File: src/rtl/expander_mailbox.sv
// Expander mailbox: DATA/STATUS/CTRL register slots bridging MCU traffic to TX/RX stream FIFOs.
// Optional RX level interrupt enabled by defining EXPANDER_MAILBOX_IRQ_EN.
module expander_mailbox #(
    parameter int DEPTH     = 16,
    parameter int PTR_W     = $clog2(DEPTH),
    parameter int IRQ_LEVEL = 1
) (
    input  logic        sysclk,
    input  logic        sysreset,
    output logic [15:0] data_r,
    input  logic        data_read,
    input  logic        data_load,
    output logic [15:0] status_r,
    output logic [15:0] ctrl_r,
    input  logic        ctrl_load,
    input  logic [15:0] load_data,
    output logic [15:0] tx_data,
    output logic        tx_valid,
    input  logic        tx_ready,
    input  logic [15:0] rx_data,
    input  logic        rx_valid,
    output logic        rx_ready
`ifdef EXPANDER_MAILBOX_IRQ_EN
    ,
    output logic        irq
`endif
);

    localparam int CNT_W = PTR_W + 1;

    logic [15:0]      tx_mem_q [DEPTH];
    logic [15:0]      rx_mem_q [DEPTH];
    logic [PTR_W-1:0] tx_wptr_q, tx_wptr_d, tx_rptr_q, tx_rptr_d;
    logic [PTR_W-1:0] rx_wptr_q, rx_wptr_d, rx_rptr_q, rx_rptr_d;
    logic [CNT_W-1:0] tx_cnt_q, tx_cnt_d, rx_cnt_q, rx_cnt_d;
    logic             tx_ovf_q, tx_ovf_d, rx_udf_q, rx_udf_d;

    logic tx_full, tx_empty, rx_full, rx_empty;
    logic tx_push, tx_pop, rx_push, rx_pop;
    logic tx_flush, rx_flush, flag_clr;

    assign tx_full  = (tx_cnt_q == CNT_W'(DEPTH));
    assign tx_empty = (tx_cnt_q == '0);
    assign rx_full  = (rx_cnt_q == CNT_W'(DEPTH));
    assign rx_empty = (rx_cnt_q == '0);

    // Full is judged before any same-cycle pop, so a pop never makes room for a push.
    assign tx_push  = data_load && !tx_full;
    assign tx_pop   = tx_valid && tx_ready;
    assign rx_push  = rx_valid && rx_ready;
    assign rx_pop   = data_read && !rx_empty;

    assign tx_flush = ctrl_load && load_data[0];
    assign rx_flush = ctrl_load && load_data[1];
    assign flag_clr = ctrl_load && load_data[2];

    assign tx_valid = !tx_empty;
    assign tx_data  = tx_empty ? 16'h0000 : tx_mem_q[tx_rptr_q];
    assign rx_ready = !rx_full;
    assign data_r   = rx_empty ? 16'h0000 : rx_mem_q[rx_rptr_q];
    assign ctrl_r   = 16'h0000;
    assign status_r = {tx_full, tx_empty, rx_full, rx_empty, tx_ovf_q, rx_udf_q,
                       5'(tx_cnt_q), 5'(rx_cnt_q)};

    always_comb begin
        tx_wptr_d = tx_wptr_q;
        tx_rptr_d = tx_rptr_q;
        tx_cnt_d  = tx_cnt_q;
        rx_wptr_d = rx_wptr_q;
        rx_rptr_d = rx_rptr_q;
        rx_cnt_d  = rx_cnt_q;
        tx_ovf_d  = tx_ovf_q;
        rx_udf_d  = rx_udf_q;

        if (tx_flush) begin
            tx_wptr_d = '0;
            tx_rptr_d = '0;
            tx_cnt_d  = '0;
        end else begin
            if (tx_push) tx_wptr_d = tx_wptr_q + PTR_W'(1);
            if (tx_pop)  tx_rptr_d = tx_rptr_q + PTR_W'(1);
            if (tx_push && !tx_pop)      tx_cnt_d = tx_cnt_q + CNT_W'(1);
            else if (!tx_push && tx_pop) tx_cnt_d = tx_cnt_q - CNT_W'(1);
        end

        if (rx_flush) begin
            rx_wptr_d = '0;
            rx_rptr_d = '0;
            rx_cnt_d  = '0;
        end else begin
            if (rx_push) rx_wptr_d = rx_wptr_q + PTR_W'(1);
            if (rx_pop)  rx_rptr_d = rx_rptr_q + PTR_W'(1);
            if (rx_push && !rx_pop)      rx_cnt_d = rx_cnt_q + CNT_W'(1);
            else if (!rx_push && rx_pop) rx_cnt_d = rx_cnt_q - CNT_W'(1);
        end

        // A fresh fault in the same cycle as a clear stays visible.
        if (flag_clr) begin
            tx_ovf_d = 1'b0;
            rx_udf_d = 1'b0;
        end
        if (data_load && tx_full) tx_ovf_d = 1'b1;
        if (data_read && rx_empty) rx_udf_d = 1'b1;
    end

    always_ff @(posedge sysclk or posedge sysreset) begin
        if (sysreset) begin
            tx_wptr_q <= '0;
            tx_rptr_q <= '0;
            tx_cnt_q  <= '0;
            rx_wptr_q <= '0;
            rx_rptr_q <= '0;
            rx_cnt_q  <= '0;
            tx_ovf_q  <= 1'b0;
            rx_udf_q  <= 1'b0;
        end else begin
            tx_wptr_q <= tx_wptr_d;
            tx_rptr_q <= tx_rptr_d;
            tx_cnt_q  <= tx_cnt_d;
            rx_wptr_q <= rx_wptr_d;
            rx_rptr_q <= rx_rptr_d;
            rx_cnt_q  <= rx_cnt_d;
            tx_ovf_q  <= tx_ovf_d;
            rx_udf_q  <= rx_udf_d;
        end
    end

    // Storage needs no reset: outputs are masked by the empty flags.
    always_ff @(posedge sysclk) begin
        if (tx_push) tx_mem_q[tx_wptr_q] <= load_data;
        if (rx_push) rx_mem_q[rx_wptr_q] <= rx_data;
    end

`ifdef EXPANDER_MAILBOX_IRQ_EN
    logic irq_q;

    always_ff @(posedge sysclk or posedge sysreset) begin
        if (sysreset) irq_q <= 1'b0;
        else          irq_q <= (rx_cnt_q >= CNT_W'(IRQ_LEVEL));
    end

    assign irq = irq_q;
`else
    if (IRQ_LEVEL < 1 || IRQ_LEVEL > DEPTH) begin : g_irq_level_out_of_range
    end
`endif

endmodule

File: config.mk
export PLATFORM = sky130hd
export DESIGN_NAME = expander_mailbox
export DESIGN_NICKNAME = d
export VERILOG_FILES = /design/src/rtl/expander_mailbox.sv
export SDC_FILE = /design/constraint.sdc
export NUM_CORES = 1
export LEC_CHECK = 0
export CORE_MARGIN = 2
export CORE_UTILIZATION = 55
export DETAILED_ROUTE_END_ITERATION = 10
export PLACE_DENSITY = 0.82
export SYNTH_ARGS = -nofsm -noshare
export SYNTH_HDL_FRONTEND = slang
export SYNTH_SLANG_ARGS = --single-unit
File: constraint.sdc
create_clock -name sysclk -period 3.65 [get_ports sysclk]
set_input_delay 0.73 -clock sysclk [delete_from_list [all_inputs] [get_ports sysclk]]
set_output_delay 0.73 -clock sysclk [all_outputs]
set_load 0.005 [all_outputs]
Word-level counts from Yosys, hierarchy flattened
Memory sizes are Yosys's and may differ from the RTL's.
Cells that the tools add are included.
{ "classes": {"n_mux": 23, "n_reduce_logical": 31, "n_eq_ne": 2, "addsub": 8} }
{ "ops": {"columns": ["op", "n"], "rows": [
  ["16-bit two-way mux", 2],
  ["4-bit two-way mux", 8],
  ["5-bit two-way mux", 6],
  ["4-bit by 1-bit adder with 4-bit output (second input constant)", 4],
  ["1-bit logical AND", 13],
  ["2-bit nonzero test", 6],
  ["5-bit by 1-bit adder with 5-bit output (second input constant)", 2],
  ["5-bit equality test (second input constant)", 2],
  ["5-bit zero test", 2],
  ["5-bit by 1-bit subtractor with 5-bit output (second input constant)", 2],
  ["1-bit zero test", 8],
  ["1-bit two-way mux", 7],
  ["3-bit nonzero test", 2]
]} }
{ "totals": {"word_cells": 74, "mem_count": 2, "inputBits": 39, "mem_bits_rw": 512, "output_inout_bits": 66, "reg_bits": 28} }
{ "memory_table": {"columns": ["name", "words", "word_bits", "rd", "rd_clocked_by_memory_dff", "write_ports", "line", "rtl"], "rows": [
  ["rx_mem_q", 16, 16, 1, 0, 1, "32", "logic [15:0] rx_mem_q [DEPTH];"],
  ["tx_mem_q", 16, 16, 1, 0, 1, "31", "logic [15:0] tx_mem_q [DEPTH];"]
]} }

Logic depth before layout (Yosys ltp)
Gate-level depths: netlist (run 1).
{ "logic_depth": {"ltp_word": 8, "depth_mapped": 8, "mapped_depth_nobuf": 8} }

Worst setup path before layout (run 1)
No wires, ideal clock.
{ "synth_path": {"path_kind": "input port to flip-flop", "start": "input data_load", "end": "memory tx_mem_q[2][0], enable pin", "setup_time_ns": 0.409, "required_ns": 3.241, "path_buffers": 1, "slack_ns": 0.518, "path_stages": 4, "t_arrival_ns": 2.722, "path_cell_list": "clkbuf_1 a21boi_1 nand2_1 nor3_1"} }
{ "synth_via": {"elab_chain_cells": 3} }
{ "synth_rtl": {"columns": ["item", "line", "rtl"], "rows": [
  ["start, declared", "12", "input logic data_load,"],
  ["1-bit logical AND", "48", "assign tx_push = data_load && !tx_full;"],
  ["1-bit two-way mux", "130", "if (tx_push) tx_mem_q[tx_wptr_q] <= load_data;"],
  ["1-bit two-way mux (implied by the code)", "130", null],
  ["end, declared", "31", null]
]} }
Every way passes these cells.

Worst setup path in the final report (run 1)
{ "layout_path": {"start": "register rx_rptr_q[1]", "end": "output data_r[8]"} }
{ "layout_via": {"elab_chain_cells": 2} }
{ "layout_rtl": {"columns": ["item", "line", "rtl"], "rows": [
  ["start, declared", "34", "logic [PTR_W-1:0] rx_wptr_q, rx_wptr_d, rx_rptr_q, rx_rptr_d;"],
  ["start signal, assigned", "121", "rx_rptr_q <= rx_rptr_d;"],
  ["memory read 16 x 16 bit", null, null],
  ["16-bit two-way mux", "60", "assign data_r = rx_empty ? 16'h0000 : rx_mem_q[rx_rptr_q];"],
  ["end, declared", "10", "output logic [15:0] data_r,"]
]} }
Every way passes these cells.

==> results of run 1 <==
==> flip-flops by register name (all words and copies together), names as in the netlist <==
name / count
tx_ovf_q: 1
rx_rptr_q: 4
rx_udf_q: 1
rx_mem_q: 256
tx_mem_q: 256
tx_rptr_q: 4
tx_cnt_q: 5
rx_cnt_q: 5
rx_wptr_q: 4
tx_wptr_q: 4
==> cell usage in the layout (no fill, tap or decap), types with 11 or more instances in the layout <==
cell type,count
sky130_fd_sc_hd__buf_12,11
sky130_fd_sc_hd__a211oi_2,28
sky130_fd_sc_hd__clkinv_1,15
sky130_fd_sc_hd__nor2b_1,33
sky130_fd_sc_hd__a21oi_1,20
sky130_fd_sc_hd__a211oi_1,38
sky130_fd_sc_hd__clkdlybuf4s50_1,84
sky130_fd_sc_hd__nand2_1,14
sky130_fd_sc_hd__conb_1,16
sky130_fd_sc_hd__nor2_1,33
sky130_fd_sc_hd__nor2_2,14
sky130_fd_sc_hd__ha_1,18
sky130_fd_sc_hd__clkbuf_16,54
sky130_fd_sc_hd__mux4_2,128
sky130_fd_sc_hd__buf_4,81
sky130_fd_sc_hd__edfxtp_1,512
sky130_fd_sc_hd__dfrtp_1,22
sky130_fd_sc_hd__inv_1,11
sky130_fd_sc_hd__mux2i_1,36
==> worst max-delay path: cells and delay by family (launching register included) <==
kind                   cells  cell delay, ps
AOI/OAI and AO/OA          1             320
buffers and inverters      4            1110
DFF                        1             570
muxes                      2             320
==> layer usage <==
layer | up-vias | track usage [%]
met1 | 5994 | 33.40
met2 | 659 | 40.44
li1 | 4786 | -
met3 | 116 | 5.040
met5 | - | 0
met4 | 2 | 9.567
==> metrics by stage <==
step	setup TNS, ps	setup WS [ps]	instances
6_report	-16.85	-16.85	1824
3_5_place_dp	0	342.4	1697
5_1_grt	-392.9	-134.4	1824
4_1_cts	-0.6135	-0.6135	1809
3_3_place_gp	0	403.9	1697
2_1_floorplan	0	518.4	1108
==> path summary, 6_finish.rpt <==
kind                       slack, ps  cells after the start            to    startpoint
setup / recovery                 -20                      7     data_r[8]  rx_rptr_q[1]
max in group asynchronous       2830                      3  tx_rptr_q[1]      sysreset
hold / removal                   500                      3   rx_cnt_q[3]      sysreset
setup reg to reg                 410                      8   tx_cnt_q[4]   tx_cnt_q[1]
min in group sysclk              500                      1      rx_udf_q      rx_udf_q
hold reg to reg                  500                      1      rx_udf_q      rx_udf_q
==> final cells by class <==
| type | instances | area, um^2 | area share [%] |
|---|---|---|---|
| Antenna cell | 1 | 2.502 | 0.009710 |
| Clock buffer | 61 | 1335 | 5.180 |
| Clock inverter | 31 | 306.5 | 1.189 |
| Inverter | 11 | 41.29 | 0.1602 |
| Multi-Input combinational cell | 473 | 5469 | 21.22 |
| Sequential cell | 540 | 16100 | 62.46 |
| Tap cell | 518 | 648.1 | 2.515 |
| Timing Repair Buffer | 189 | 1872 | 7.263 |
==> repair_timing <==
| action | 4_1_cts | 5_1_grt |
|---|---|---|
| gates resized for setup | 20 | 20 |
| cloned | 0 | 2 |
| endpoints found under the setup margin | 31 | 22 |
| endpoints found under the hold margin | 0 | 0 |
| pin swaps | 0 | 4 |
| buffers inserted | 20 | 12 |
==> power by group through the flow <==
stage | combinational, mW | sequential (mW) | clock (mW)
floorplan | 3.31 | 7.63 | 0
global placement | 4.93 | 8.02 | 0
detailed placement | 5.06 | 8.07 | 0
CTS | 5.62 | 7.82 | 5.29
global route | 6.24 | 7.87 | 5.48
finish | 5.85 | 7.83 | 5.24
==> cell families after synthesis <==
family,count (synthesis),synth area share [%]
compound gates,122,3.989
xor+xnor,12,0.4821
fa+ha+maj,20,1.217
buf+inv,95,2.433
flops,540,73.73
mux,164,14.88
other cells,1,0.01720
simple gates,139,3.254
==> load_flow_metrics.sql, run 1 <==
INSERT INTO impl_metrics (metric_group, metric, value, unit) VALUES
('timing', 'final_min_period_over_clock_period', '100.5', '%'),
('finish', 'fraction_of_layout_cells_with_a_size_suffix_above_1', '27.74', '%'),
('floorplanning', 'core', '38920', 'um^2'),
('power_and_ir_drop', 'p_per_area', '734.0', 'nW/um^2'),
('setup_path', 'cpMaxStageDelayCell', 'sky130_fd_sc_hd__dfrtp_4', ''),
('clocking', 'clock_sink_count', '540', ''),
('timing', 'fin_worst_hold_slack', '497.7', 'ps'),
('global_route', 'number_of_antenna_violations_at_the_first_check_in_global_routing', '2', ''),
('worst_hold_path', 'hp-class', 'input pin to asynchronous set/reset pin', ''),
('routing', 'routed-wl-met2', '25.62', 'mm'),
('routing', 'postRouteAntennaNets', '0', ''),
('yosys', 'netlist_top_cells_area', 'sky130_fd_sc_hd__edfxtp_1, sky130_fd_sc_hd__mux4_2, sky130_fd_sc_hd__dfrtp_1', ''),
('clocking', 'clock_latency', '600', 'ps'),
('placed_design', 'place.port_buffers', '88', ''),
('power_and_ir_drop', 'power.clock.fraction', '27.7', '%'),
('power_and_ir_drop', 'vdd_drop_max', '457.7', 'uV'),
('routing', 'detailedRoute.firstIterationViolations', '1155', ''),
('clocking', 'cts-buffers-inserted', '51', ''),
('yosys', 'yosys_register_bits', '540', ''),
('setup_path', 'slowest_delay', '570', 'ps'),
('routing', 'vias', '11560', ''),
('yosys', 'syn-mean-instance-area', '19.95', 'um^2'),
('global_route', 'grt.overflow.total', '0', ''),
('placed_design', 'place_area', '23610', 'um^2'),
('global_route', 'grt_pass1_vias', '11640', ''),
('power_and_ir_drop', 'comb_power_share', '30.9', '%'),
('setup_path', 'worst_setup_path_start_kind', 'register', ''),
('power_and_ir_drop', 'p_total', '18.92', 'mW'),
('routing', 'met1_length', '19.10', 'mm'),
('setup_path', 'worst_setup_path_end_kind', 'output port', ''),
('yosys', 'synth_most_common_cell', 'sky130_fd_sc_hd__edfxtp_1', ''),
('floorplanning', 'io_pins', '105', ''),
('placed_design', 'dp.final_hpwl', '26.39', 'mm'),
('yosys', 'syn-cell-area', '21800', 'um^2'),
('power_and_ir_drop', 'switching_share', '29.08', '%'),
('routing', 'detail_route.drc_violations', '0', ''),
('global_route', 'largest_net_degree_at_the_start_of_global_routing', '36', ''),
('setup_path', 'worstPathCellList', 'buf_4, buf_6, mux4_2, mux2i_1, a211oi_1, buf_4, clkdlybuf4s50_1', ''),
('job', 'drv.max_cap_violation_count', '0', ''),
('global_route', 'track_usage', '24.80', '%'),
('power_and_ir_drop', 'sequentialPowerShare', '41.4', '%'),
('routing', 'met3RoutedLength', '4.476', 'mm'),
('outcome', 'violations', 'negative setup slack', ''),
('power_and_ir_drop', 'netSwitchingPower', '5.501', 'mW'),
('setup_path', 'timing.critical_path.required', '2920', 'ps'),
('timing', 'worst_slack', '-16.85', 'ps'),
('timing', 'timing_worst_slew_pin_value', '866.4', 'ps'),
('yosys', 'async_set_reset_flop_share_out_of_synthesis', '5.185', '%'),
('routing', 'postRouteWirelength', '50.80', 'mm'),
('floorplanning', 'placement_rows', '72', ''),
('routing', 'wl_per_cell', '27.85', 'um'),
('setup_path', 'cell_occurring_most_often_along_the_worst_timing_path', 'sky130_fd_sc_hd__buf_4', ''),
('timing', 'rsz0062_at_grt', 'true', ''),
('finish', 'postLayoutCellArea', '25770', 'um^2'),
('timing', 'fin_worst_skew', '29.98', 'ps'),
('timing', 'finalWorstPathRequiredPeriod', '3667', 'ps'),
('timing', 'fmax', '272.7', 'MHz'),
('timing', 'finalSetupViolCount', '1', ''),
('yosys', 'number_of_enable_type_register_cells_in_the_synthesized_netlist', '512', ''),
('clocking', 'cell_at_the_root_of_the_clock_tree', 'sky130_fd_sc_hd__clkbuf_16', ''),
('finish', 'finish.net_count', '1325', ''),
('clocking', 'tritoncts', 'built', ''),
('finish', 'layout-area-overhead-vs-synth', '18.21', '%'),
('finish', 'final_core_utilization', '66.22', '%'),
('routing', 'uppermost_layer_routed', 'met5', ''),
('yosys', 'synth_area_leader_cell', 'sky130_fd_sc_hd__edfxtp_1', ''),
('yosys', 'synthDominantCellAreaShare', '70.52', '%'),
('outcome', 'outcome', 'finished with violations', ''),
('yosys', 'yosysUniqueCellTypes', '43', ''),
('yosys', 'synth_ff_type', 'sky130_fd_sc_hd__edfxtp_1', ''),
('power_and_ir_drop', 'p_leak', '8.317', 'nW');
No activity file was read; power rests on OpenSTA's default activity.
==> inputs of run 2 (changes only) <==
SLEW_MARGIN = 40   (was unset)
==> results of run 2 <==
Final layout, timing and power as in run 1 (identical DEF).
